[src/rtl/instr_decode_stage_pkg.sv]
// decode_pkg: default field widths, field positions, instruction classes and decoded-entry type.
package decode_pkg;
  localparam int DEF_INSTR_W = 32;
  localparam int DEF_OPC_W = 3;
  localparam int DEF_REG_W = 5;
  localparam int DEF_ADDR_W = 16;
  typedef enum logic [1:0] {
    CLS_ARITH = 2'd0,
    CLS_MEM   = 2'd1,
    CLS_CTRL  = 2'd2
  } cls_e;
  // Register specifiers sit directly below the opcode, MSB first.
  function automatic int reg_lsb(int instr_w, int opc_w, int reg_w, int idx);
    return instr_w - opc_w - (idx + 1) * reg_w;
  endfunction
  localparam int OPC_LSB = DEF_INSTR_W - DEF_OPC_W;
  localparam int REG0_LSB = reg_lsb(DEF_INSTR_W, DEF_OPC_W, DEF_REG_W, 0);
  localparam int REG1_LSB = reg_lsb(DEF_INSTR_W, DEF_OPC_W, DEF_REG_W, 1);
  localparam int REG2_LSB = reg_lsb(DEF_INSTR_W, DEF_OPC_W, DEF_REG_W, 2);
  typedef struct packed {
    logic [DEF_OPC_W-1:0]  opcode;
    logic [DEF_REG_W-1:0]  reg0;
    logic [DEF_REG_W-1:0]  reg1;
    logic [DEF_REG_W-1:0]  reg2;
    logic [DEF_ADDR_W-1:0] addr;
    cls_e                  cls;
    logic                  illegal;
  } dec_t;
endpackage

[src/rtl/instr_decode_stage_if.sv]
// instr_decode_stage_if: raw instruction input handshake and decoded-entry output handshake.
interface instr_decode_stage_if
  import decode_pkg::*;
#(
  parameter int INSTR_W = DEF_INSTR_W,
  parameter int OPC_W = DEF_OPC_W,
  parameter int REG_W = DEF_REG_W,
  parameter int ADDR_W = DEF_ADDR_W
);
  logic               in_valid;
  logic               in_ready;
  logic [INSTR_W-1:0] in_instr;
  logic               out_valid;
  logic               out_ready;
  logic [OPC_W-1:0]   out_opcode;
  logic [REG_W-1:0]   out_reg0;
  logic [REG_W-1:0]   out_reg1;
  logic [REG_W-1:0]   out_reg2;
  logic [ADDR_W-1:0]  out_addr;
  cls_e               out_class;
  logic               out_illegal;
  modport master(
    output in_valid, in_instr, out_ready,
    input  in_ready, out_valid, out_opcode, out_reg0, out_reg1, out_reg2, out_addr, out_class,
           out_illegal
  );
  modport slave(
    input  in_valid, in_instr, out_ready,
    output in_ready, out_valid, out_opcode, out_reg0, out_reg1, out_reg2, out_addr, out_class,
           out_illegal
  );
endinterface

[src/rtl/instr_decode_stage_fifo.sv]
// decode_fifo: DEPTH-entry synchronous FIFO with registered ready/valid and flush.
module decode_fifo #(
  parameter int W = 8,
  parameter int DEPTH = 2
) (
  input  logic         clk,
  input  logic         rst_n,
  input  logic         flush,
  input  logic         push,
  input  logic         pop,
  input  logic [W-1:0] wdata,
  output logic [W-1:0] rdata,
  output logic         ready_q,
  output logic         valid_q
);
  localparam int AW = $clog2(DEPTH);
  logic [W-1:0]  mem_q [DEPTH];
  logic [AW-1:0] wptr_q, rptr_q;
  logic [AW:0]   count_q, count_d;
  logic          do_push, do_pop;
  // Ready is the registered not-full flag, so a pop from a full buffer never frees a same-cycle slot.
  assign do_push = push && ready_q && !flush;
  assign do_pop = pop && valid_q && !flush;
  assign count_d = flush ? '0 : count_q + (AW+1)'(do_push) - (AW+1)'(do_pop);
  always_ff @(posedge clk) begin
    if (!rst_n) begin
      for (int i = 0; i < DEPTH; i++) mem_q[i] <= '0;
      wptr_q <= '0;
      rptr_q <= '0;
      count_q <= '0;
      ready_q <= 1'b1;
      valid_q <= 1'b0;
    end else begin
      if (do_push) mem_q[wptr_q] <= wdata;
      wptr_q <= flush ? '0 : wptr_q + AW'(do_push);
      rptr_q <= flush ? '0 : rptr_q + AW'(do_pop);
      count_q <= count_d;
      ready_q <= count_d < (AW+1)'(DEPTH);
      valid_q <= count_d != '0;
    end
  end
  assign rdata = mem_q[rptr_q];
endmodule

[src/rtl/instr_decode_stage.sv]
// instr_decode_stage: splits instruction words into fields, classifies them and buffers the result.
// Optional DECODE_STATS_EN adds saturating pop/illegal counters.
module instr_decode_stage
  import decode_pkg::*;
#(
  parameter int INSTR_W = DEF_INSTR_W,
  parameter int OPC_W = DEF_OPC_W,
  parameter int REG_W = DEF_REG_W,
  parameter int ADDR_W = DEF_ADDR_W,
  parameter int DEPTH = 2
) (
  input  logic                 clk,
  input  logic                 rst_n,
  input  logic                 flush,
  instr_decode_stage_if.slave  bus
`ifdef DECODE_STATS_EN
  ,
  output logic [31:0]          stat_total,
  output logic [31:0]          stat_illegal
`endif
);
  localparam int R0 = reg_lsb(INSTR_W, OPC_W, REG_W, 0);
  localparam int R1 = reg_lsb(INSTR_W, OPC_W, REG_W, 1);
  localparam int R2 = reg_lsb(INSTR_W, OPC_W, REG_W, 2);
  typedef struct packed {
    logic [OPC_W-1:0]  opcode;
    logic [REG_W-1:0]  reg0;
    logic [REG_W-1:0]  reg1;
    logic [REG_W-1:0]  reg2;
    logic [ADDR_W-1:0] addr;
    cls_e              cls;
    logic              illegal;
  } entry_t;
  entry_t           dec, head;
  logic [OPC_W-1:0] opc;
  assign opc = bus.in_instr[INSTR_W-1 -: OPC_W];
  always_comb begin
    dec.opcode = opc;
    dec.reg0 = bus.in_instr[R0 +: REG_W];
    dec.reg1 = bus.in_instr[R1 +: REG_W];
    dec.reg2 = bus.in_instr[R2 +: REG_W];
    dec.addr = bus.in_instr[ADDR_W-1:0];
    dec.cls = opc[OPC_W-1] ? (opc[OPC_W-2] ? CLS_CTRL : CLS_MEM) : CLS_ARITH;
    dec.illegal = &opc;
  end
  decode_fifo #(.W($bits(entry_t)), .DEPTH(DEPTH)) u_fifo (
    .clk     (clk),
    .rst_n   (rst_n),
    .flush   (flush),
    .push    (bus.in_valid),
    .pop     (bus.out_ready),
    .wdata   (dec),
    .rdata   (head),
    .ready_q (bus.in_ready),
    .valid_q (bus.out_valid)
  );
  assign bus.out_opcode = head.opcode;
  assign bus.out_reg0 = head.reg0;
  assign bus.out_reg1 = head.reg1;
  assign bus.out_reg2 = head.reg2;
  assign bus.out_addr = head.addr;
  assign bus.out_class = head.cls;
  assign bus.out_illegal = head.illegal;
`ifdef DECODE_STATS_EN
  logic        pop;
  logic [31:0] total_q, total_d, illegal_q, illegal_d;
  assign pop = bus.out_valid && bus.out_ready && !flush;
  always_comb begin
    total_d = total_q + 32'(pop && total_q != '1);
    illegal_d = illegal_q + 32'(pop && head.illegal && illegal_q != '1);
  end
  // Counters survive flush; only reset clears them.
  always_ff @(posedge clk) begin
    total_q <= rst_n ? total_d : '0;
    illegal_q <= rst_n ? illegal_d : '0;
  end
  assign stat_total = total_q;
  assign stat_illegal = illegal_q;
`endif
endmodule

[src/flat_wrapper.sv]
// flat-port wrapper written by rule: the top's interface ports become plain ports
module instr_decode_stage_flat import decode_pkg::*;
#(
  parameter int INSTR_W = DEF_INSTR_W,
  parameter int OPC_W = DEF_OPC_W,
  parameter int REG_W = DEF_REG_W,
  parameter int ADDR_W = DEF_ADDR_W,
  parameter int DEPTH = 2
)
  (clk, rst_n, flush, bus_in_valid, bus_in_instr, bus_out_ready, bus_in_ready, bus_out_valid, bus_out_opcode, bus_out_reg0, bus_out_reg1, bus_out_reg2, bus_out_addr, bus_out_class, bus_out_illegal);
  instr_decode_stage_if #(.INSTR_W(INSTR_W), .OPC_W(OPC_W), .REG_W(REG_W), .ADDR_W(ADDR_W)) bus_i ();
  input  logic clk;
  input  logic rst_n;
  input  logic flush;
  input wire logic [$bits(bus_i.in_valid)-1:0] bus_in_valid;
  input wire logic [$bits(bus_i.in_instr)-1:0] bus_in_instr;
  input wire logic [$bits(bus_i.out_ready)-1:0] bus_out_ready;
  output wire logic [$bits(bus_i.in_ready)-1:0] bus_in_ready;
  output wire logic [$bits(bus_i.out_valid)-1:0] bus_out_valid;
  output wire logic [$bits(bus_i.out_opcode)-1:0] bus_out_opcode;
  output wire logic [$bits(bus_i.out_reg0)-1:0] bus_out_reg0;
  output wire logic [$bits(bus_i.out_reg1)-1:0] bus_out_reg1;
  output wire logic [$bits(bus_i.out_reg2)-1:0] bus_out_reg2;
  output wire logic [$bits(bus_i.out_addr)-1:0] bus_out_addr;
  output wire logic [$bits(bus_i.out_class)-1:0] bus_out_class;
  output wire logic [$bits(bus_i.out_illegal)-1:0] bus_out_illegal;
  assign bus_i.in_valid = bus_in_valid;
  assign bus_i.in_instr = bus_in_instr;
  assign bus_i.out_ready = bus_out_ready;
  assign bus_in_ready = bus_i.in_ready;
  assign bus_out_valid = bus_i.out_valid;
  assign bus_out_opcode = bus_i.out_opcode;
  assign bus_out_reg0 = bus_i.out_reg0;
  assign bus_out_reg1 = bus_i.out_reg1;
  assign bus_out_reg2 = bus_i.out_reg2;
  assign bus_out_addr = bus_i.out_addr;
  assign bus_out_class = bus_i.out_class;
  assign bus_out_illegal = bus_i.out_illegal;
  instr_decode_stage #(.INSTR_W(INSTR_W), .OPC_W(OPC_W), .REG_W(REG_W), .ADDR_W(ADDR_W), .DEPTH(DEPTH)) u_core (.clk(clk), .rst_n(rst_n), .flush(flush), .bus(bus_i));
endmodule
[config.mk]
export PLATFORM = sky130hd
export DESIGN_NAME = instr_decode_stage_flat
export DESIGN_NICKNAME = d
export VERILOG_FILES = /design/src/rtl/instr_decode_stage_pkg.sv /design/src/rtl/instr_decode_stage_if.sv /design/src/rtl/instr_decode_stage_fifo.sv /design/src/rtl/instr_decode_stage.sv /design/src/flat_wrapper.sv
export SDC_FILE = /design/constraint.sdc
export NUM_CORES = 1
export LEC_CHECK = 0
export ABC_AREA = 1
export CORE_AREA = 2 2 82 84
export DETAILED_ROUTE_END_ITERATION = 7
export DIE_AREA = 0 0 84 86
export HOLD_SLACK_MARGIN = 0.06
export PLACE_DENSITY = 0.91
export SLEW_MARGIN = 10
export SYNTH_ARGS = -nofsm -noshare
export SYNTH_HDL_FRONTEND = slang
export SYNTH_SLANG_ARGS = --single-unit
[constraint.sdc]
create_clock -name clk -period 6.06 [get_ports clk]
set_input_delay 1.818 -clock clk [delete_from_list [all_inputs] [get_ports clk]]
set_output_delay 1.818 -clock clk [all_outputs]
set_load 0.01 [all_outputs]
; Yosys cells after proc, flatten, opt, wreduce, memory -nomap -nowiden
; Memories as Yosys holds them, arrays and structs flattened. A register that Yosys moved wholly into a read port is not among the register bits.
; Index checks and enable logic that the tools add are counted.
[word_totals]
ff_bits = 6
mem_bits_ro = 0
output_inout_bits = 39
latch_bits = 0
n_memories = 1
wordCells = 32
inputBits = 37
ram_bits = 74
[memory_table]
columns = memory, words, word_bits, read_ports, rd_clocked_by_memory_dff, write_ports, line
row1 = u_core.u_fifo.mem_q, 2, 37, 1, 1, 2, instr_decode_stage_fifo.sv:17  ; logic [W-1:0] mem_q [DEPTH];
[classes]
bitwise_logic = 1
reduce_logical = 9
n_shift = 0
mul = 0
n_div = 0
muxes = 11
n_eq_ne = 0
n_lt_le_gt_ge = 1
n_addsub = 4
[op_table]
columns = operator, count
row1 = $mux 37, 1
row2 = $reduce_or 37->1, 1
row3 = $mux 1, 7
row4 = $mux 2, 3
row5 = $logic_and 1x1->1, 4
row6 = $reduce_and 3->1, 1
row7 = $add 1x1->1, 2
row8 = $add 2x1->2, 1
row9 = $lt 2x2->1 const B, 1
row10 = $reduce_bool 2->1, 1
row11 = $reduce_or 2->1, 1
row12 = $sub 2x1->2, 1
row13 = $logic_not 1->1, 1
row14 = $not 1->1, 1

; Logic depth before layout (Yosys ltp)
; Gate-level depths: netlist (run 1).
[logic_depth]
ltp_word = 7
depth_mapped = 9
mapped_depth_nobuf = 9

; Hierarchy
; A second synthesis (run 1) with hierarchy kept.
[hier_totals]
cells_unflattened = 357
area_unflattened_um2 = 3503.4
[modules_own_cells]
columns = mod, area_each_um2, instances, seq_area_each_um2, cells_each
row1 = decode_fifo, 3478.3, 1, 2342.2, 351
row2 = instr_decode_stage, 25.0, 1, 0.0, 6

; Worst setup path before layout (run 1)
; No wires, ideal clock.
[synth_path]
path_kind = in2reg
from = input port flush
to = memory u_core.u_fifo.mem_q[0][0] in the netlist's numbering, enable pin
setup_slack_ps = 2585
required_ps = 5667
stages = 6
setup_time_ps = 393
arrival_ps = 3082
path_buffers = 1
cell_sequence = inv_1 -> nand2_2 -> nor2_4 -> nand2_4 -> buf_6 -> nand2_1
[synth_lines]
columns = element, line
row1 = start: declaration, flat_wrapper.sv:14  ; input logic flush;
row2 = end: declaration, instr_decode_stage_fifo.sv:17

==> results of run 1 <==
metrics by stage:
step	total power, uW	utilization	instances
CTS	1144	0.6895	489
detailed placement	736.0	0.6550	473
finish	1137	0.6895	489
global placement	731.7	0.6550	473
floorplan	668.7	-	333
global route	1176	0.6895	489
power breakdown:
group / total (uW) / internal (uW) / switching [uW]
clock: 413 / 241 / 172
sequential: 605 / 598 / 6.95
combinational: 119 / 59.9 / 59.3
final timing paths:
check,from,endpoint,cells after the start
worst min register to register,u_core.u_fifo.valid_q$_SDFF_PN0_,u_core.u_fifo.rptr_q$_SDFF_PP0_,2
worst max register to register,u_core.u_fifo.ready_q$_SDFF_PN1_,u_core.u_fifo.mem_q[1][30]$_SDFFCE_PN0P_,5
worst min-delay path,u_core.u_fifo.valid_q$_SDFF_PN0_,u_core.u_fifo.rptr_q$_SDFF_PP0_,2
worst max-delay path,u_core.u_fifo.rptr_q$_SDFF_PP0_,bus_out_class[0],4
cell type report:
class / instances / area (um2) / share of cell area
Sequential cell: 76 / 2222 / 0.5134
Multi-Input combinational cell: 200 / 862.1 / 0.1992
Timing Repair Buffer: 78 / 773.2 / 0.1787
Inverter: 42 / 157.7 / 0.03643
Clock buffer: 11 / 141.4 / 0.03267
Tap cell: 77 / 96.34 / 0.02226
Clock inverter: 5 / 75.07 / 0.01735
worst max-delay path, delay by kind of cell, from the launching register on:
family | cells | cell delay [ns]
AND/OR/NAND/NOR | 2 | 0.24
buffers and inverters | 2 | 1.01
flip-flops | 1 | 0.32
metal layers:
metal  track usage  wire [um]  part of all wire  vias to the layer above
met5             0          0                 0                        -
met3       0.07122        418             0.065                       14
li1              -          -                 -                     1177
met2        0.3447       3448              0.53                       90
met4       0.08798        163             0.025                        0
met1        0.1981       2432              0.38                     1064
registers in the layout, indices dropped and copies added, names as in the netlist:
register / cells
u_core.u_fifo.ready_q: 1
u_core.u_fifo.mem_q: 70
u_core.u_fifo.valid_q: 1
u_core.u_fifo.rptr_q: 1
u_core.u_fifo.count_q: 2
u_core.u_fifo.wptr_q: 1
cell usage in the layout, fill, tap and decap left out, types with 3 or more instances in the layout:
cell type and n:
nand3_1 3, dfxtp_1 6, nor2_4 4, edfxtp_1 70, clkdlybuf4s50_1 75, nand2_1 115
nor2_2 12, clkinv_2 3, nor2_1 52, nor3_1 4, inv_1 41, clkbuf_8 10
buf_4 3
cell families after synthesis:
family / count (synthesis) / synth area share
AOI/OAI and AO/OA: 4 / 0.005964
buffers and inverters: 57 / 0.08125
and+or+nand+nor: 194 / 0.2434
adders and majority gates: 2 / 0.007453
DFF: 76 / 0.6619
==> results.ini, run 1 <==
[logic_synthesis]
synth_ff_type = edfxtp_1
synth_area_mm2 = 0.003357
ys_warn_count = 0
ys_seq_elements = 76
netlist.area_leader.share = 0.6262
syn_inst = 333
seq_area_frac_synth = 0.6619
synth_largest_area_cell = edfxtp_1
syn_avg_cell_area_um2 = 10.08
synth.distinct_cells = 19
async_flop_share = 0
synth_edf_count = 70
synth_top_cells_by_count = 115 x nand2_1, 70 x edfxtp_1, 52 x nor2_1, 41 x inv_1, 12 x nor2_2
synth_fp_nets = 372
synthTopCellsByArea = edfxtp_1 63%, nand2_1 13%, nor2_1 5.8%, inv_1 4.6%, dfxtp_1 3.6%
synth.most_common_cell = nand2_1

[grt]
grt_pass1_wl_um = 10530
grt_max_degree = 38
gr-total-overflow = 0
antenna_found_initial = 0
grt_pass1_vias = 2428
grt_usage = 0.1911

[pwr]
peakVddDrop_uv = 149.1
powerDensity_mw_per_mm2 = 262.8
p_leak_uw = 0.001929

[timing]
max_slew.worst_pin.slew_ns = 0.6392
finalCriticalPeriod_ns = 3.745
slew_headroom = 0.5732
finalHoldViolCount = 0
worst_slack_ns = 2.315
post-route-period-util = 0.6180
hold_slack_ns = 0.5490
grt_setup_unrepaired = false
clock_skew_ns = 0.006344
setup-tns-final_ns = 0
finalSetupViolCount = 0
max_freq_ghz = 0.2670
slew_violations = 0

[setup_path]
r2r_setup_slack_ns = 4.19
slowest_stage = clkdlybuf4s50_1
start_kind = flip-flop
path_cells = inv_2 -> nand2_1 -> nand2_1 -> clkdlybuf4s50_1
crit_required_ns = 4.24
crit_type = reg -> out
end_kind = output port
slowest_delay_ns = 0.54
cpMostUsedCell = nand2_1
critPathMaxFanout = 37
arrival_ns = 1.93

[place]
post-dp-hpwl_um = 4179
io_buffers = 75
place.gp.congestion = 0.7842
dp_slack_ns = 2.245
placed_area_mm2 = 0.004111

[detailed_routing]
vias_per_cell = 4.796
vias = 2345
drc_errors = 0
firstDrtPassIters = 4
drt_iter0_markers = 135
routed_wl_um = 6462
ant_nets = 0
avgRoutedWirePerCell_um = 13.21

[floorplan]
initial_core_util = 0.5348
die_area_mm2 = 0.007224
ios = 76
die_x_um = 84
rows = 29
coreArea_mm2 = 0.006277
die_h_um = 86

[finish]
stdcell_area_mm2 = 0.004328
nFillCells = 450
n_antenna_cell = 0
drive_gt1_frac = 0.09466
fin_nets = 446
area_growth_pct = 28.92

[clock_tree]
cts_root_buf = clkbuf_8
cts_tree = yes
path_clk_slew_ns = 0.07
cts.sinks = 76
ctsResizeCount = 0
cts.htree.levels = 3
clk_path_buf_depth = 2
numCtsBuffers = 9
post_cts_buffers = 0
worst_skew_pair.late_latency_ns = 0.34
cts_hold_buf = 0

[hold_path]
holdCritPathClass = reg -> reg

[job]
drv.max_cap_violation_count = 0

[run_status]
status = finished clean

Note: power is estimated with default switching activity, not from simulation.
==> inputs of run 2 (changes only) <==
- CORE_AREA: 2 2 82 84 -> 2 2 85 87
- DIE_AREA: 0 0 84 86 -> 0 0 87 89
- PLACE_DENSITY: 0.91 -> 0.86
- clock period: 6.06 -> 3.75 ns (I/O delays scaled with it)
==> run 2 against run 1 <==
  * Clock power up 18%
  * Register-to-register slack lost 2.2 ns
  * Clock skew grew 0.0035 ns
  * Final cell count up 0.82%
  * Combinational power is 61% higher
  * Total power rose by 46%
  * Routed wire length is 6.6% lower
==> results.ini, run 2 (synthesis gave the netlist of run 1 again) <==
[run_status]
status = finished clean

[timing]
finalCriticalPeriod_ns = 3.150
finalSetupViolCount = 0  ; unchanged
setup-tns-final_ns = 0  ; unchanged
max_slew.worst_pin.slew_ns = 0.5959  ; -0.04338 ns
finalHoldViolCount = 0  ; unchanged
grt_setup_unrepaired = false
hold_slack_ns = 0.5401  ; -0.008968 ns
clock_skew_ns = 0.009823  ; +0.003479 ns
slew_violations = 0  ; unchanged
slew_headroom = 0.6022  ; +0.02896
post-route-period-util = 0.8399
max_freq_ghz = 0.3175

[finish]
fin_nets = 447  ; +0.22%
top_regs = u_core.u_fifo.mem_q: 70 flops, u_core.u_fifo.count_q: 2 flops
n_antenna_cell = 0  ; unchanged
area_growth_pct = 27.47
drive_gt1_frac = 0.08959  ; -0.005072
layout_commonest_cell = nand2_1
top_register = u_core.u_fifo.mem_q
largest_reg_flops = 70  ; unchanged
final_cell_mix = 113 x nand2_1, 75 x clkdlybuf4s50_1, 70 x edfxtp_1

[grt]
grt_max_degree = 38  ; unchanged
grt_usage = 0.1702  ; -0.02091
gr-total-overflow = 0  ; unchanged
antenna_found_initial = 0  ; unchanged
grt_pass1_wl_um = 9625  ; -8.6%
grt_pass1_vias = 2156  ; -11%

[floorplan]
initial_core_util = 0.4996  ; -0.03515
rows = 30  ; +3.4%
coreArea_mm2 = 0.006719  ; +7.0%
die_x_um = 87  ; +3.6%
die_area_mm2 = 0.007743  ; +7.2%
die_h_um = 89  ; +3.5%
ios = 76  ; unchanged

[pwr]
powerDensity_mw_per_mm2 = 387.0  ; +47%
p_leak_uw = 0.001897  ; -1.7%
peakVddDrop_uv = 209.5  ; +40%

[place]
place.gp.congestion = 0.6699  ; -15%
io_buffers = 75  ; unchanged
post-dp-hpwl_um = 4116  ; -1.5%

[detailed_routing]
avgRoutedWirePerCell_um = 12.24  ; -7.4%
ant_nets = 0  ; unchanged
firstDrtPassIters = 4  ; unchanged
drt_iter0_markers = 115  ; -15%
vias_per_cell = 4.596  ; -4.2%
routed_wl_um = 6036  ; -6.6%
vias = 2266  ; -3.4%
drc_errors = 0  ; unchanged

[clock_tree]
cts_root_buf = clkbuf_8
cts_tree = yes
ctsResizeCount = 0  ; unchanged
cts_hold_buf = 0  ; unchanged
numCtsBuffers = 9  ; unchanged
path_clk_slew_ns = 0.07  ; about the same
worst_skew_pair.late_latency_ns = 0.34  ; about the same
cts.sinks = 76  ; unchanged
cts.htree.levels = 3  ; unchanged
post_cts_buffers = 0  ; unchanged
clk_path_buf_depth = 2  ; unchanged

[setup_path]
critPathMaxFanout = 37  ; unchanged
crit_required_ns = 2.62  ; -1.62 ns
end_kind = output port
start_kind = flip-flop
crit_type = reg -> out
arrival_ns = 2.02  ; +0.09 ns

[job]
drv.max_cap_violation_count = 0  ; unchanged

[hold_path]
holdCritPathClass = reg -> reg

-- run 2: final timing paths --
check | start | to | slack, ns | cells past startpoint
worst min-delay path | u_core.u_fifo.valid_q$_SDFF_PN0_ | u_core.u_fifo.rptr_q$_SDFF_PP0_ | 0.54 | 2
worst min register to register | u_core.u_fifo.valid_q$_SDFF_PN0_ | u_core.u_fifo.rptr_q$_SDFF_PP0_ | 0.54 | 2
worst max-delay path | u_core.u_fifo.rptr_q$_SDFF_PP0_ | bus_out_addr[1] | 0.60 | 4
worst max register to register | u_core.u_fifo.ready_q$_SDFF_PN1_ | u_core.u_fifo.mem_q[0][27]$_SDFFCE_PN0P_ | 1.95 | 5
-- run 2: worst max-delay path, cell delays in order, from the launching register on --
cell             delay [ns]
dfxtp_1                0.42
inv_2                  0.50
nand2_1                0.12
nand2_1                0.10
clkdlybuf4s50_1        0.54
-- run 2: layer usage --
layer / global-route usage / part of all wire
met5: 0 / 0
met4: 0.1165 / 0.032
met3: 0.04340 / 0.055
met2: 0.2880 / 0.50
met1: 0.1895 / 0.41
-- run 2: cell type report --
type | count | area (um2)
Clock inverter | 4 | 16.27
Inverter | 42 | 157.7
Clock buffer | 12 | 135.1
Tap cell | 80 | 100.1
Timing Repair Buffer | 79 | 780.7
Fill cell | 548 | 2440
Sequential cell | 76 | 2222
Multi-Input combinational cell | 200 | 867.1
-- run 2: through the flow --
step	setup WS (ns)	utilization	area (um2)	power, uW	instances
2_1_floorplan	0.9679	-	3357	1081	333
3_3_place_gp	0.6917	0.6143	4128	1184	477
3_5_place_dp	0.6401	0.6143	4128	1190	477
4_1_cts	0.5644	0.6369	4279	1670	493
5_1_grt	0.4004	0.6369	4279	1720	493
6_report	0.6003	0.6369	4279	1656	493
-- run 2: report_power, final --
part           switching, uW  internal [uW]
Clock                    254            233
Combinational           94.1           97.2
Sequential              11.3            967
==> inputs of run 3 (changes only) <==
- clock period: 3.75 -> 3.3 ns (I/O delays scaled with it)
==> run 3 against run 2 <==
  * Worst hold slack lost 0.0051 ns
  * Clock power grew 17%
  * Design area is 0.38% higher
  * Global-route usage grew 0.86 points
  * First-iteration DRC count up 44%
  * Combinational power grew 16%
  * Sequential power up 13%
  * Largest power group unchanged
==> results.ini, run 3 (synthesis gave the netlist of run 1 again) <==
[detailed_routing]
vias_per_cell = 4.766  ; +3.7%
firstDrtPassIters = 4  ; unchanged
drc_errors = 0  ; unchanged
routed_wl_um = 6278  ; +4.0%
ant_nets = 0  ; unchanged
drt_iter0_markers = 166  ; +44%
vias = 2359  ; +4.1%
avgRoutedWirePerCell_um = 12.68  ; +3.6%

[job]
drv.max_cap_violation_count = 0  ; unchanged

[clock_tree]
cts.htree.levels = 3  ; unchanged
cts_tree = yes
cts.sinks = 76  ; unchanged
path_clk_slew_ns = 0.07  ; about the same
cts_hold_buf = 0  ; unchanged
numCtsBuffers = 9  ; unchanged
clk_path_buf_depth = 2  ; unchanged
cts_root_buf = clkbuf_8
post_cts_buffers = 0  ; unchanged
worst_skew_pair.late_latency_ns = 0.33  ; about the same
ctsResizeCount = 0  ; unchanged

[timing]
grt_setup_unrepaired = false
slew_headroom = 0.6032  ; +0.001031
slew_violations = 0  ; unchanged
finalHoldViolCount = 0  ; unchanged
setup-tns-final_ns = 0  ; unchanged
max_freq_ghz = 0.3466
post-route-period-util = 0.8743
clock_skew_ns = 0.007146  ; -0.002677 ns
finalCriticalPeriod_ns = 2.885
max_slew.worst_pin.slew_ns = 0.5943  ; -0.001544 ns
finalSetupViolCount = 0  ; unchanged
hold_slack_ns = 0.5350  ; -0.005055 ns

[grt]
gr-total-overflow = 0  ; unchanged
grt_usage = 0.1788  ; +0.008624
grt_max_degree = 38  ; unchanged
antenna_found_initial = 0  ; unchanged
grt_pass1_wl_um = 10420  ; +8.2%
grt_pass1_vias = 2370  ; +9.9%

[floorplan]
die_area_mm2 = 0.007743  ; unchanged
rows = 30  ; unchanged
die_x_um = 87  ; unchanged
die_h_um = 89  ; unchanged
initial_core_util = 0.4996  ; unchanged
ios = 76  ; unchanged
coreArea_mm2 = 0.006719  ; unchanged

[finish]
largest_reg_flops = 70  ; unchanged
area_growth_pct = 27.95
layout_commonest_cell = nand2_1
multi_input_area_um2 = 867.1  ; unchanged
top_regs = u_core.u_fifo.mem_q: 70 flops, u_core.u_fifo.count_q: 2 flops
n_antenna_cell = 0  ; unchanged
seqCellArea_mm2 = 0.002222  ; unchanged
drive_gt1_frac = 0.09639  ; +0.006797
top_register = u_core.u_fifo.mem_q
fin_nets = 449  ; +0.45%
nFillCells = 537  ; -2.0%
final_cell_mix = 113 x nand2_1, 75 x clkdlybuf4s50_1, 70 x edfxtp_1
stdcell_area_mm2 = 0.004295  ; +0.38%

[setup_path]
start_kind = flip-flop
arrival_ns = 1.90  ; -0.12 ns
cpMostUsedCell = nand2_1
slowest_delay_ns = 0.54  ; about the same
crit_required_ns = 2.31  ; -0.31 ns
path_delay_family = buffers and inverters
end_kind = output port
critPathMaxFanout = 37  ; unchanged
crit_buf_inv = 2  ; unchanged
slowest_stage = clkdlybuf4s50_1
crit_type = reg -> out
path_cells = inv_2 -> nand2_1 -> nand2_1 -> clkdlybuf4s50_1

[place]
io_buffers = 75  ; unchanged
post-dp-hpwl_um = 4194  ; +1.9%
place.gp.congestion = 0.7649  ; +14%
placed_area_mm2 = 0.004143  ; +0.36%

[pwr]
peakVddDrop_uv = 328.8  ; +57%
powerDensity_mw_per_mm2 = 442.9  ; +14%
p_total_uw = 1903  ; +15%
p_leak_uw = 0.001908  ; +0.58%

[hold_path]
holdCritPathClass = reg -> reg

[run_status]
status = finished clean

-- run 3: changes by cell type in the layout (fill, tap and decap cells not counted), sizes merged --
cell / before / now
buf: 4 / 6
clkbuf: 12 / 13
clkinv: 4 / 3
-- run 3: per-layer routing --
| layer | vias to the layer above | track usage | wire (um) |
|---|---|---|---|
| met5 | - | 0 | 0 |
| met4 | 0 | 0.08097 | 79 |
| met3 | 8 | 0.03509 | 351 |
| met2 | 76 | 0.3255 | 3354 |
| met1 | 1089 | 0.2038 | 2493 |
| li1 | 1186 | - | - |
-- run 3: power by group --
group          internal [uW]  total [uW]  switching [uW]
registers               1100        1110            12.6
clock network            269         571             302
logic                    112         221             108
total                   1480        1900             423
-- run 3: worst paths after layout --
check                                                       from                                  endpoint  slack, ns  cells past startpoint
worst max-delay path             u_core.u_fifo.rptr_q$_SDFF_PP0_                           bus_out_addr[4]       0.41                      4
worst min-delay path            u_core.u_fifo.valid_q$_SDFF_PN0_           u_core.u_fifo.rptr_q$_SDFF_PP0_       0.53                      2
worst max register to register  u_core.u_fifo.ready_q$_SDFF_PN1_  u_core.u_fifo.mem_q[1][34]$_SDFFCE_PN0P_       1.75                      5
worst min register to register  u_core.u_fifo.valid_q$_SDFF_PN0_           u_core.u_fifo.rptr_q$_SDFF_PP0_       0.53                      2
-- run 3: stage by stage --
step / setup WS, ns / utilization / std cells
6_report: 0.4149 / 0.6393 / 495
5_1_grt: 0.2382 / 0.6393 / 495
4_1_cts: 0.3855 / 0.6393 / 495
3_5_place_dp: 0.5824 / 0.6166 / 479
3_3_place_gp: 0.6259 / 0.6166 / 479
2_1_floorplan: 0.6529 / - / 333
-- run 3: tightest hold or removal path, cell delays in order, from the launching register on --
cell,delay [ns]
dfxtp_1,0.32
nand2_1,0.10
a21oi_1,0.07
-- run 3: cell type report --
type                            instances  area share
Tap cell                               80     0.02330
Timing Repair Buffer                   81      0.1853
Sequential cell                        76      0.5173
Multi-Input combinational cell        200      0.2019
Clock buffer                           13     0.03233
Inverter                               42     0.03670
Clock inverter                          3    0.003204
==> edit, RTL diff (config.mk and constraints of run 2) <==
Set the package constant `DEF_INSTR_W` to 24 (it was 32).
--- a/src/rtl/instr_decode_stage_pkg.sv
+++ b/src/rtl/instr_decode_stage_pkg.sv
@@ -2,3 +2,3 @@
 package decode_pkg;
-  localparam int DEF_INSTR_W = 32;
+  localparam int DEF_INSTR_W = 24;
   localparam int DEF_OPC_W = 3;
Interface: changed (resized bus_in_instr); port bits go from 76 to 68. The function was not compared with the original's and may differ.
==> edit against run 2 <==
Power decreased by 6.3%. Final area decreased by 15%. Worst hold slack got worse by 0.016 ns. Sequential power decreased by 21%. Final cell count decreased by 13%. Sequential cell count decreased by 16. Synthesized area decreased by 16%. First-iteration DRC count decreased by 41%. Worst setup slack improved by 0.061 ns. Wire length decreased by 15%. Critical path depth increased by 1. Die area unchanged. Largest power group unchanged. Highest routed layer unchanged.
==> edit: results (changes against run 2) <==
finalNonFillerCells: 427  # was 493
synth_compound_area_frac: 0.00535  # was 0.00596
top_regs: "u_core.u_fifo.mem_q: 54 flops, u_core.u_fifo.count_q: 2 flops"  # was u_core.u_fifo.mem_q: 70 flops, u_core.u_fifo.count_q: 2 flops
layout-drive-gt1-share: 0.138  # was 0.0896
setup.worst_path.end: "bus_out_class[0]"  # was bus_out_addr[1]
synth_edf_count: 54  # was 70
placedCellCount: 411  # was 477
grt_max_degree: 29  # was 38
nets: 373  # was 447
grtUsageTotal: 0.145  # was 0.170
worstMarginPinSlew_ns: 0.457  # was 0.596 ns
cp_max_fo: 16  # was 37
grtUsageMet2: 0.246  # was 0.288
synth.top_cells.by_count: "nand2_1, edfxtp_1, inv_1, nor2_1, nor2_2"  # was nand2_1, edfxtp_1, nor2_1, inv_1, nor2_2
leakagePower_nw: 1.60  # was 1.90 nW
io_buffers: 67  # was 75
placed_area_um2: 3450  # was 4130 um2
place_worst_setup_slack_ns: 0.773  # was 0.640 ns
use_met3: 0.0462  # was 0.0434
place.gp.congestion: 0.767  # was 0.670
synth_fa_ha_area_frac: 0.00891  # was 0.00745
syn_nets: 311  # was 372
grt_pass1_wl_mm: 8.22  # was 9.63 mm
fin_ws_ns: 0.662  # was 0.600 ns
ys_seq_area_frac: 0.620  # was 0.662
fin_skew_ns: 0.00872  # was 0.00982 ns
dr.pass1.iters: 5  # was 4
hold_ws_ns: 0.524  # was 0.540 ns
dp_hpwl_mm: 3.45  # was 4.12 mm
grt_use_met1: 0.160  # was 0.190
rrSetupSlack_ns: 2.03  # was 1.95 ns
status: "finished clean"  # unchanged
cp.arrival_ns: 1.96  # was 2.02 ns
synth_area_leaders: "edfxtp_1, nand2_1, inv_1, nor2_1, dfxtp_1"  # was edfxtp_1, nand2_1, nor2_1, inv_1, dfxtp_1
power_density_nw_per_um2: 425  # was 387 nW/um2
synthDistinctLibCells: 21  # was 19
power_frac_seq: 0.495  # was 0.591
avgSynthCellArea_um2: 10.0  # was 10.1 um2
routedWlPerCell_um: 12.0  # was 12.2 um
wl_met2_mm: 2.54  # was 3.04 mm
[edit: cell count changes in the layout (fill, tap and decap cells not counted), moves of 6 or more]
cell	delta
clkdlybuf4s50_1	-8
edfxtp_1	-16
inv_1	-7
nand2_1	-21
nor2_1	-18
nor2_2	+6
[edit: cells by family (layout without fill, tap and decap cells)]
| group | count (synthesis) | in the layout |
|---|---|---|
| AND/OR/NAND/NOR | 158 | 158 |
| flip-flops | 60 | 60 |
| buffers and inverters | 57 | 124 |
| adder cells (fa/ha/maj) | 2 | 2 |
| AO/OA/AOI/OAI | 3 | 3 |
[edit: area by class of cell]
type                       count  area, um2
clock buffer                  11        131
clock inverter                 5       76.3
fill                         602       3060
inverter                      36        136
multi-input combinational    163        761
sequential                    60       1740
tap                           80        100
timing repair buffer          72        708
[edit: worst max-delay path, cell delays in order (launching register included)]
cell and delay [ns]:
dfxtp_1 0.31, inv_1 0.31, buf_4 0.29, nand2_1 0.07, nand2_1 0.10, clkdlybuf4s50_1 0.55
